$ cat config.mk
export PLATFORM = sky130hd
export DESIGN_NAME = edge_centroid
export DESIGN_NICKNAME = d
export VERILOG_FILES = /design/src/rtl/edge_centroid_pkg.sv /design/src/rtl/edge_centroid_seq_divider.sv /design/src/rtl/edge_centroid.sv
export SDC_FILE = /design/constraint.sdc
export NUM_CORES = 1
export LEC_CHECK = 0
export CAP_MARGIN = 20
export CORE_UTILIZATION = 35
export CTS_CLUSTER_DIAMETER = 80
export DETAILED_ROUTE_END_ITERATION = 10
export GPL_TIMING_DRIVEN = 0
export PLACE_DENSITY = 0.62
export SYNTH_ARGS = -nofsm -noshare
export SYNTH_HDL_FRONTEND = slang
export SYNTH_SLANG_ARGS = --single-unit
$ cat constraint.sdc
create_clock -name clk -period 18.48 [get_ports clk]
set_clock_uncertainty 0.1 [all_clocks]
set_input_delay 3.696 -clock clk [delete_from_list [all_inputs] [get_ports clk]]
set_output_delay 3.696 -clock clk [all_outputs]
set_load 0.01 [all_outputs]
$ cat src/rtl/edge_centroid_pkg.sv
// Shared image geometry and state encoding for the edge-centroid block.
`default_nettype none

package edge_centroid_pkg;

  localparam int IMG_WIDTH  = 640;
  localparam int IMG_HEIGHT = 480;
  localparam int ADDR_W     = 19;
  localparam int X_W        = 10;
  localparam int Y_W        = 9;

  typedef enum logic [2:0] {
    ST_IDLE   = 3'd0,
    ST_SCAN   = 3'd1,
    ST_DRAIN  = 3'd2,
    ST_DIV_X  = 3'd3,
    ST_DIV_Y  = 3'd4,
    ST_FINISH = 3'd5,
    ST_HOLD   = 3'd6
  } state_t;

endpackage

`default_nettype wire

$ cat src/rtl/edge_centroid_seq_divider.sv
// Unsigned restoring divider, one quotient bit per cycle. The start cycle
// already performs the first step, so a divide occupies DIVIDEND_W cycles.
`default_nettype none

module seq_divider #(
  parameter int DIVIDEND_W = 28,
  parameter int DIVISOR_W  = 19,
  parameter int QUOT_W     = DIVIDEND_W
) (
  input  logic                  clk,
  input  logic                  rst_n,
  input  logic                  start,
  input  logic [DIVIDEND_W-1:0] dividend,
  input  logic [DIVISOR_W-1:0]  divisor,
  output logic                  busy,
  output logic                  done,
  output logic [QUOT_W-1:0]     quotient
);

  localparam int CNT_W = $clog2(DIVIDEND_W + 1);

  logic [DIVISOR_W-1:0]  rem_q, rem_in, rem_nxt, div_q, div_in, diff;
  logic [DIVIDEND_W-1:0] quo_q, quo_in, quo_nxt;
  logic [DIVISOR_W:0]    trial;
  logic                  fits;
  logic [CNT_W-1:0]      step_cnt;

  always_comb begin
    rem_in  = start ? '0       : rem_q;
    quo_in  = start ? dividend : quo_q;
    div_in  = start ? divisor  : div_q;
    trial   = {rem_in, quo_in[DIVIDEND_W-1]};
    fits    = trial >= {1'b0, div_in};
    // When the trial fits, trial - divisor < divisor, so the low bits suffice.
    diff    = trial[DIVISOR_W-1:0] - div_in;
    rem_nxt = fits ? diff : trial[DIVISOR_W-1:0];
    quo_nxt = {quo_in[DIVIDEND_W-2:0], fits};
  end

  always_ff @(posedge clk) begin
    if (!rst_n) begin
      rem_q    <= '0;
      quo_q    <= '0;
      div_q    <= '0;
      step_cnt <= '0;
      busy     <= 1'b0;
      done     <= 1'b0;
    end else begin
      done <= 1'b0;
      if (start) begin
        rem_q    <= rem_nxt;
        quo_q    <= quo_nxt;
        div_q    <= divisor;
        step_cnt <= CNT_W'(1);
        busy     <= 1'b1;
      end else if (busy) begin
        rem_q    <= rem_nxt;
        quo_q    <= quo_nxt;
        step_cnt <= step_cnt + CNT_W'(1);
        if (step_cnt == CNT_W'(DIVIDEND_W - 1)) begin
          busy <= 1'b0;
          done <= 1'b1;
        end
      end
    end
  end

  assign quotient = quo_q[QUOT_W-1:0];

endmodule

`default_nettype wire

$ cat src/rtl/edge_centroid.sv
// Sweeps the edge BRAM once per start and reports edge count, bounding box
// and centroid of all nonzero edge pixels.
`default_nettype none

module edge_centroid
  import edge_centroid_pkg::*;
#(
  parameter int WIDTH     = IMG_WIDTH,
  parameter int HEIGHT    = IMG_HEIGHT,
  parameter int READ_LAT  = 2,
  parameter int MIN_COUNT = 1,
  parameter int SUM_W     = 28
) (
  input  logic              clk,
  input  logic              rst_n,
  input  logic              start,
  output logic              done,
  input  logic [3:0]        edge_data,
  output logic [ADDR_W-1:0] edge_memory_addr,
  output logic [ADDR_W-1:0] edge_count,
  output logic [X_W-1:0]    x_min,
  output logic [X_W-1:0]    x_max,
  output logic [Y_W-1:0]    y_min,
  output logic [Y_W-1:0]    y_max,
  output logic [X_W-1:0]    x_centroid,
  output logic [Y_W-1:0]    y_centroid,
  output logic              found
);

  localparam logic [ADDR_W-1:0] LAST_ADDR  = ADDR_W'(WIDTH * HEIGHT - 1);
  localparam logic [X_W-1:0]    X_LAST     = X_W'(WIDTH - 1);
  localparam logic [7:0]        DRAIN_LAST = 8'(READ_LAT - 1);

  state_t state, state_nxt;

  logic [ADDR_W-1:0]   addr, count, count_nxt;
  logic [X_W-1:0]      xpos, px, bx_min, bx_max, qx;
  logic [Y_W-1:0]      ypos, py, by_min, by_max;
  logic [READ_LAT-1:0] valid_pipe;
  logic [X_W-1:0]      x_pipe [READ_LAT];
  logic [Y_W-1:0]      y_pipe [READ_LAT];
  logic [SUM_W-1:0]    sum_x, sum_y, sum_x_nxt, sum_y_nxt, dividend;
  logic [7:0]          drain_cnt;
  logic                hit, scan_last, drain_last;
  logic                div_start, div_busy, div_done;
  logic [X_W-1:0]      quotient;

  assign edge_memory_addr = addr;
  assign px         = x_pipe[READ_LAT-1];
  assign py         = y_pipe[READ_LAT-1];
  assign hit        = valid_pipe[READ_LAT-1] && (edge_data != 4'd0) &&
                      (state == ST_SCAN || state == ST_DRAIN);
  assign count_nxt  = count + ADDR_W'(hit);
  assign sum_x_nxt  = sum_x + (hit ? SUM_W'(px) : '0);
  assign sum_y_nxt  = sum_y + (hit ? SUM_W'(py) : '0);
  assign scan_last  = (addr == LAST_ADDR);
  assign drain_last = (drain_cnt == DRAIN_LAST);
  // X divide launches on the final drain cycle using the not-yet-registered
  // totals, so the last in-flight pixel is included without an extra cycle.
  assign dividend   = (state == ST_DIV_X) ? sum_y : sum_x_nxt;

  seq_divider #(
    .DIVIDEND_W (SUM_W),
    .DIVISOR_W  (ADDR_W),
    .QUOT_W     (X_W)
  ) u_div (
    .clk      (clk),
    .rst_n    (rst_n),
    .start    (div_start),
    .dividend (dividend),
    .divisor  (count_nxt),
    .busy     (div_busy),
    .done     (div_done),
    .quotient (quotient)
  );

  always_ff @(posedge clk) begin
    if (!rst_n) state <= ST_IDLE;
    else        state <= state_nxt;
  end

  always_comb begin
    state_nxt = state;
    div_start = 1'b0;
    if (!start) begin
      state_nxt = ST_IDLE;
    end else begin
      case (state)
        ST_IDLE:   state_nxt = ST_SCAN;
        ST_SCAN:   if (scan_last) state_nxt = ST_DRAIN;
        ST_DRAIN: begin
          if (drain_last) begin
            if (count_nxt == '0) begin
              state_nxt = ST_FINISH;
            end else begin
              state_nxt = ST_DIV_X;
              div_start = 1'b1;
            end
          end
        end
        ST_DIV_X: begin
          if (!div_busy) begin
            state_nxt = ST_DIV_Y;
            div_start = 1'b1;
          end
        end
        ST_DIV_Y:  if (!div_busy) state_nxt = ST_FINISH;
        ST_FINISH: state_nxt = ST_HOLD;
        ST_HOLD:   state_nxt = ST_HOLD;
        default:   state_nxt = ST_IDLE;
      endcase
    end
  end

  always_ff @(posedge clk) begin
    if (!rst_n) begin
      addr <= '0; xpos <= '0; ypos <= '0; valid_pipe <= '0;
      for (int i = 0; i < READ_LAT; i++) begin
        x_pipe[i] <= '0;
        y_pipe[i] <= '0;
      end
      count <= '0; sum_x <= '0; sum_y <= '0; drain_cnt <= '0; qx <= '0;
      bx_min <= '0; bx_max <= '0; by_min <= '0; by_max <= '0;
      done <= 1'b0; edge_count <= '0; found <= 1'b0;
      x_min <= '0; x_max <= '0; y_min <= '0; y_max <= '0;
      x_centroid <= '0; y_centroid <= '0;
    end else begin
      valid_pipe[0] <= (state == ST_SCAN);
      x_pipe[0]     <= xpos;
      y_pipe[0]     <= ypos;
      for (int i = 1; i < READ_LAT; i++) begin
        valid_pipe[i] <= valid_pipe[i-1];
        x_pipe[i]     <= x_pipe[i-1];
        y_pipe[i]     <= y_pipe[i-1];
      end

      if (hit) begin
        count <= count_nxt;
        sum_x <= sum_x_nxt;
        sum_y <= sum_y_nxt;
        if (px < bx_min) bx_min <= px;
        if (px > bx_max) bx_max <= px;
        if (py < by_min) by_min <= py;
        if (py > by_max) by_max <= py;
      end

      case (state)
        ST_IDLE: begin
          addr <= '0; xpos <= '0; ypos <= '0; valid_pipe <= '0;
          count <= '0; sum_x <= '0; sum_y <= '0; drain_cnt <= '0;
          bx_min <= '1; bx_max <= '0; by_min <= '1; by_max <= '0;
        end
        ST_SCAN: begin
          if (!scan_last) begin
            addr <= addr + ADDR_W'(1);
            if (xpos == X_LAST) begin
              xpos <= '0;
              ypos <= ypos + Y_W'(1);
            end else begin
              xpos <= xpos + X_W'(1);
            end
          end
        end
        ST_DRAIN: drain_cnt <= drain_cnt + 8'd1;
        ST_DIV_X: if (div_done) qx <= quotient;
        ST_FINISH: begin
          if (start) begin
            edge_count <= count;
            if (count != '0) begin
              x_min      <= bx_min;
              x_max      <= bx_max;
              y_min      <= by_min;
              y_max      <= by_max;
              x_centroid <= qx;
              y_centroid <= quotient[Y_W-1:0];
              found      <= (count >= ADDR_W'(MIN_COUNT));
            end else begin
              x_min <= '0; x_max <= '0; y_min <= '0; y_max <= '0;
              x_centroid <= '0; y_centroid <= '0; found <= 1'b0;
            end
          end
        end
        default: ;
      endcase

      if (!start)                  done <= 1'b0;
      else if (state == ST_FINISH) done <= 1'b1;
    end
  end

endmodule

`default_nettype wire

==> results of run 1 <==
[area by class of cell]
type                       count  area (um^2)
inverter                      76        285.3
clock inverter                10        161.4
sequential                   363         7267
fill                        5166        29900
timing repair buffer         104         1041
multi-input combinational   1620        10040
clock buffer                  57         1176
buffer                       136        586.8
tap                          680        850.8
[through the flow]
step                  util  cell area, um^2
detailed placement  0.3912            20070
global route        0.4172            21400
finish              0.4172            21400
CTS                 0.4172            21400
floorplan                -            18170
global placement    0.3909            20060
[state kept, by name, indices dropped and copies added (netlist names), 10 cells and up]
name,cells
count,19
edge_count,19
sum_x,28
bx_max,10
y_pipe,18
x_pipe,20
x_centroid,10
u_div.quo_q,28
u_div.rem_q,19
qx,10
u_div.div_q,19
bx_min,10
x_max,10
sum_y,28
x_min,10
edge_memory_addr,19
xpos,10
[placed cells by master (no fill, tap or decap), types with 35 or more instances in the layout]
| cell type | netlist | routed |
|---|---|---|
| ha_1 | 82 | 82 |
| nand3_1 | 117 | 117 |
| clkbuf_1 | 103 | 110 |
| nor3_1 | 36 | 36 |
| o21ai_0 | 86 | 86 |
| clkdlybuf4s50_1 | 0 | 103 |
| clkbuf_16 | 0 | 41 |
| a211oi_1 | 50 | 50 |
| and2_1 | 88 | 88 |
| xor2_1 | 68 | 68 |
| nor2_1 | 175 | 175 |
| inv_1 | 75 | 75 |
| a21oi_1 | 194 | 194 |
| mux2i_1 | 40 | 40 |
| nand4_1 | 35 | 35 |
| nand2_1 | 284 | 284 |
| dfxtp_1 | 363 | 363 |
| xnor2_1 | 59 | 59 |
[synth_stat cells, types with 11 or more instances]
master,n,area (um^2)
a2111oi_0,11,96.34
a211oi_1,50,375.4
a21o_1,22,165.2
a21oi_1,194,970.9
a22oi_1,16,120.1
a311oi_1,19,166.4
and2_1,88,550.5
and3_1,21,131.4
buf_2,16,80.08
clkbuf_1,103,386.6
dfxtp_1,363,7267
ha_1,82,1026
inv_1,75,281.5
mux2i_1,40,400.4
nand2_1,284,1066
nand2b_1,13,81.33
nand3_1,117,585.6
nand4_1,35,219.0
nor2_1,175,656.9
nor2b_1,24,150.1
nor3_1,36,180.2
nor4_1,19,118.9
o21a_1,11,82.58
o21ai_0,86,430.4
or3_1,24,150.1
xnor2_1,59,516.8
xor2_1,68,595.6
[where the power goes]
group	switching (mW)	total, mW	internal, mW	leakage (nW)
logic	0.0450	0.0623	0.0173	4.03
clock network	0.331	0.828	0.497	0.660
registers	0.00412	0.792	0.788	2.93
total	0.380	1.68	1.30	7.62
[metal layers]
metal / track usage / vias to the layer above / wire length, um
li1: - / 7957 / -
met1: 0.2798 / 7764 / 25710
met2: 0.3315 / 407 / 25070
met3: 0.03286 / 98 / 3060
met4: 0.08133 / 0 / 1884
met5: 0 / - / 0
[how the worst max path moves through the flow]
stage | startpoint | to | cells after the start
6_report | edge_data[0] | u_div.rem_q[16] | 29
3_5_place_dp | edge_data[0] | u_div.rem_q[16] | 29
4_1_cts | edge_data[0] | u_div.rem_q[16] | 29
2_1_floorplan | edge_data[2] | u_div.rem_q[0] | 27
3_3_place_gp | edge_data[2] | u_div.rem_q[3] | 29
5_1_grt | edge_data[2] | u_div.rem_q[3] | 29
[critical path, delay by kind of cell]
kind / cells / cell delay, ns
buf+inv: 9 / 4.01
simple gates: 8 / 2.38
fa+ha+maj: 3 / 0.77
compound gates: 9 / 2.40
[cell families after synthesis]
kind of cell	Yosys count	share of synthesized area
fa+ha+maj	85	0.05976
simple gates	880	0.2368
flops	363	0.3999
compound gates	480	0.1674
buf+inv	212	0.04799
mux	48	0.02699
xor+xnor	127	0.06120
==> impl_metrics.toml, run 1 <==
[die]
die_x_um = 229.9
start_util = 0.3543
die_area_um2 = 52840
io_pins = 104
die_height_um = 229.9
row_count = 83
core_area_um2 = 51300

[cells_and_area]
finalNetCount = 2433
final_cells = 3046
diodes = 0
drive_gt1_frac = 0.05199
synthToLayoutAreaGrowth_pct = 17.78

[timing]
finalCritPeriodShare = 0.6969
hold_ws_ns = 0.3238
fmax_ghz = 0.07765
period_needed_ns = 12.88
fin_tns_setup_ns = 0
timing_worst_slew_pin_value_ns = 1.157
relSlewSlack = 0.2238
setup_ws_ns = 5.602
hold_viol = 0
finalSetupViolCount = 0
rsz0062_at_grt = "no"
slew_violations = 0

[clocking]
clockBufferDepth = 3
cts_setup_buffers = 0
ctsResizeCount = 0
cts_buffers = 40
cts_tree = "done"
clk_latency_ns = 0.57
htreeDepth = 2
cts_hold_buf = 0
cts_root_buf = "clkbuf_16"
clock_sinks = 363
path_clk_slew_ns = 0.06

[status]
status = "finished clean"

[synth]
syn_area_um2 = 18170
ys_types = 83
yosys_warnings = 0
syn_nets = 2287
async_flop_share = 0
synth-edff-count = 0
synth_flop_cell = "dfxtp_1"
synth_seq_cells = 363
syn_area_per_cell_um2 = 8.280
ys_seq_area_frac = 0.3999
syn_inst = 2195

[critical_path]
slowest_stage = "clkbuf_1"
r2r_start = "state[1]"
end_kind = "register"
cp.required_ns = 18.88
arrival_ns = 13.28
reg2reg_to = "u_div.rem_q[16]"
crit_type = "in -> reg"
cp_max_fo = 10
cp_slowest_stage_delay_ns = 0.78
critPathLaunchType = "primary input"
rrSetupSlack_ns = 8.82
reg2reg_depth = 28

[routing]
ant_nets = 0
drc = 0
drtIter0Drc = 1143
vias = 16230
first_pass_iters = 5
routed_wl_mm = 55.73
routedWlPerCell_um = 18.29
viasPerCell = 5.327

[power]
ir_drop_mv = 0.04717
p_total_mw = 1.682
p_leak_nw = 7.624
power.density_nw_per_um2 = 78.59

[job]
maxCapViolations = 0

[placement]
io_buffer_count = 103
gp_congestion = 0.9466
dp_slack_ns = 5.231
dp_cells = 2979
dpl.hpwl_mm = 41.57

[grt]
antenna_found_initial = 0
grt.total_usage = 0.2079
grt_pass1_wl_mm = 86.89
overflow = 0
first_global_vias = 15480
grt_max_degree = 14

[min_path]
min_delay_worst_endpoint = "x_pipe[0][19]"
min_delay_path_depth = 1
min_from = "x_pipe[0][9]"
hold_class = "reg -> reg"
Power figures use the tool's default switching activity.
==> inputs of run 2 (changes only) <==
clock period = 12.2 ns   (was 18.48 ns; I/O delays follow)
==> results of run 2 <==
Same layout as run 1 (identical final DEF). Status: finished clean.
Among the figures that moved: setup slack after placement 5.231 ns -> 0.2067 ns; setup slack after layout 5.602 ns -> 0.5780 ns; register-to-register setup slack 8.82 ns -> 2.54 ns; total power 1.682 mW -> 2.548 mW; worst IR drop on VDD 0.04717 mV -> 0.07145 mV
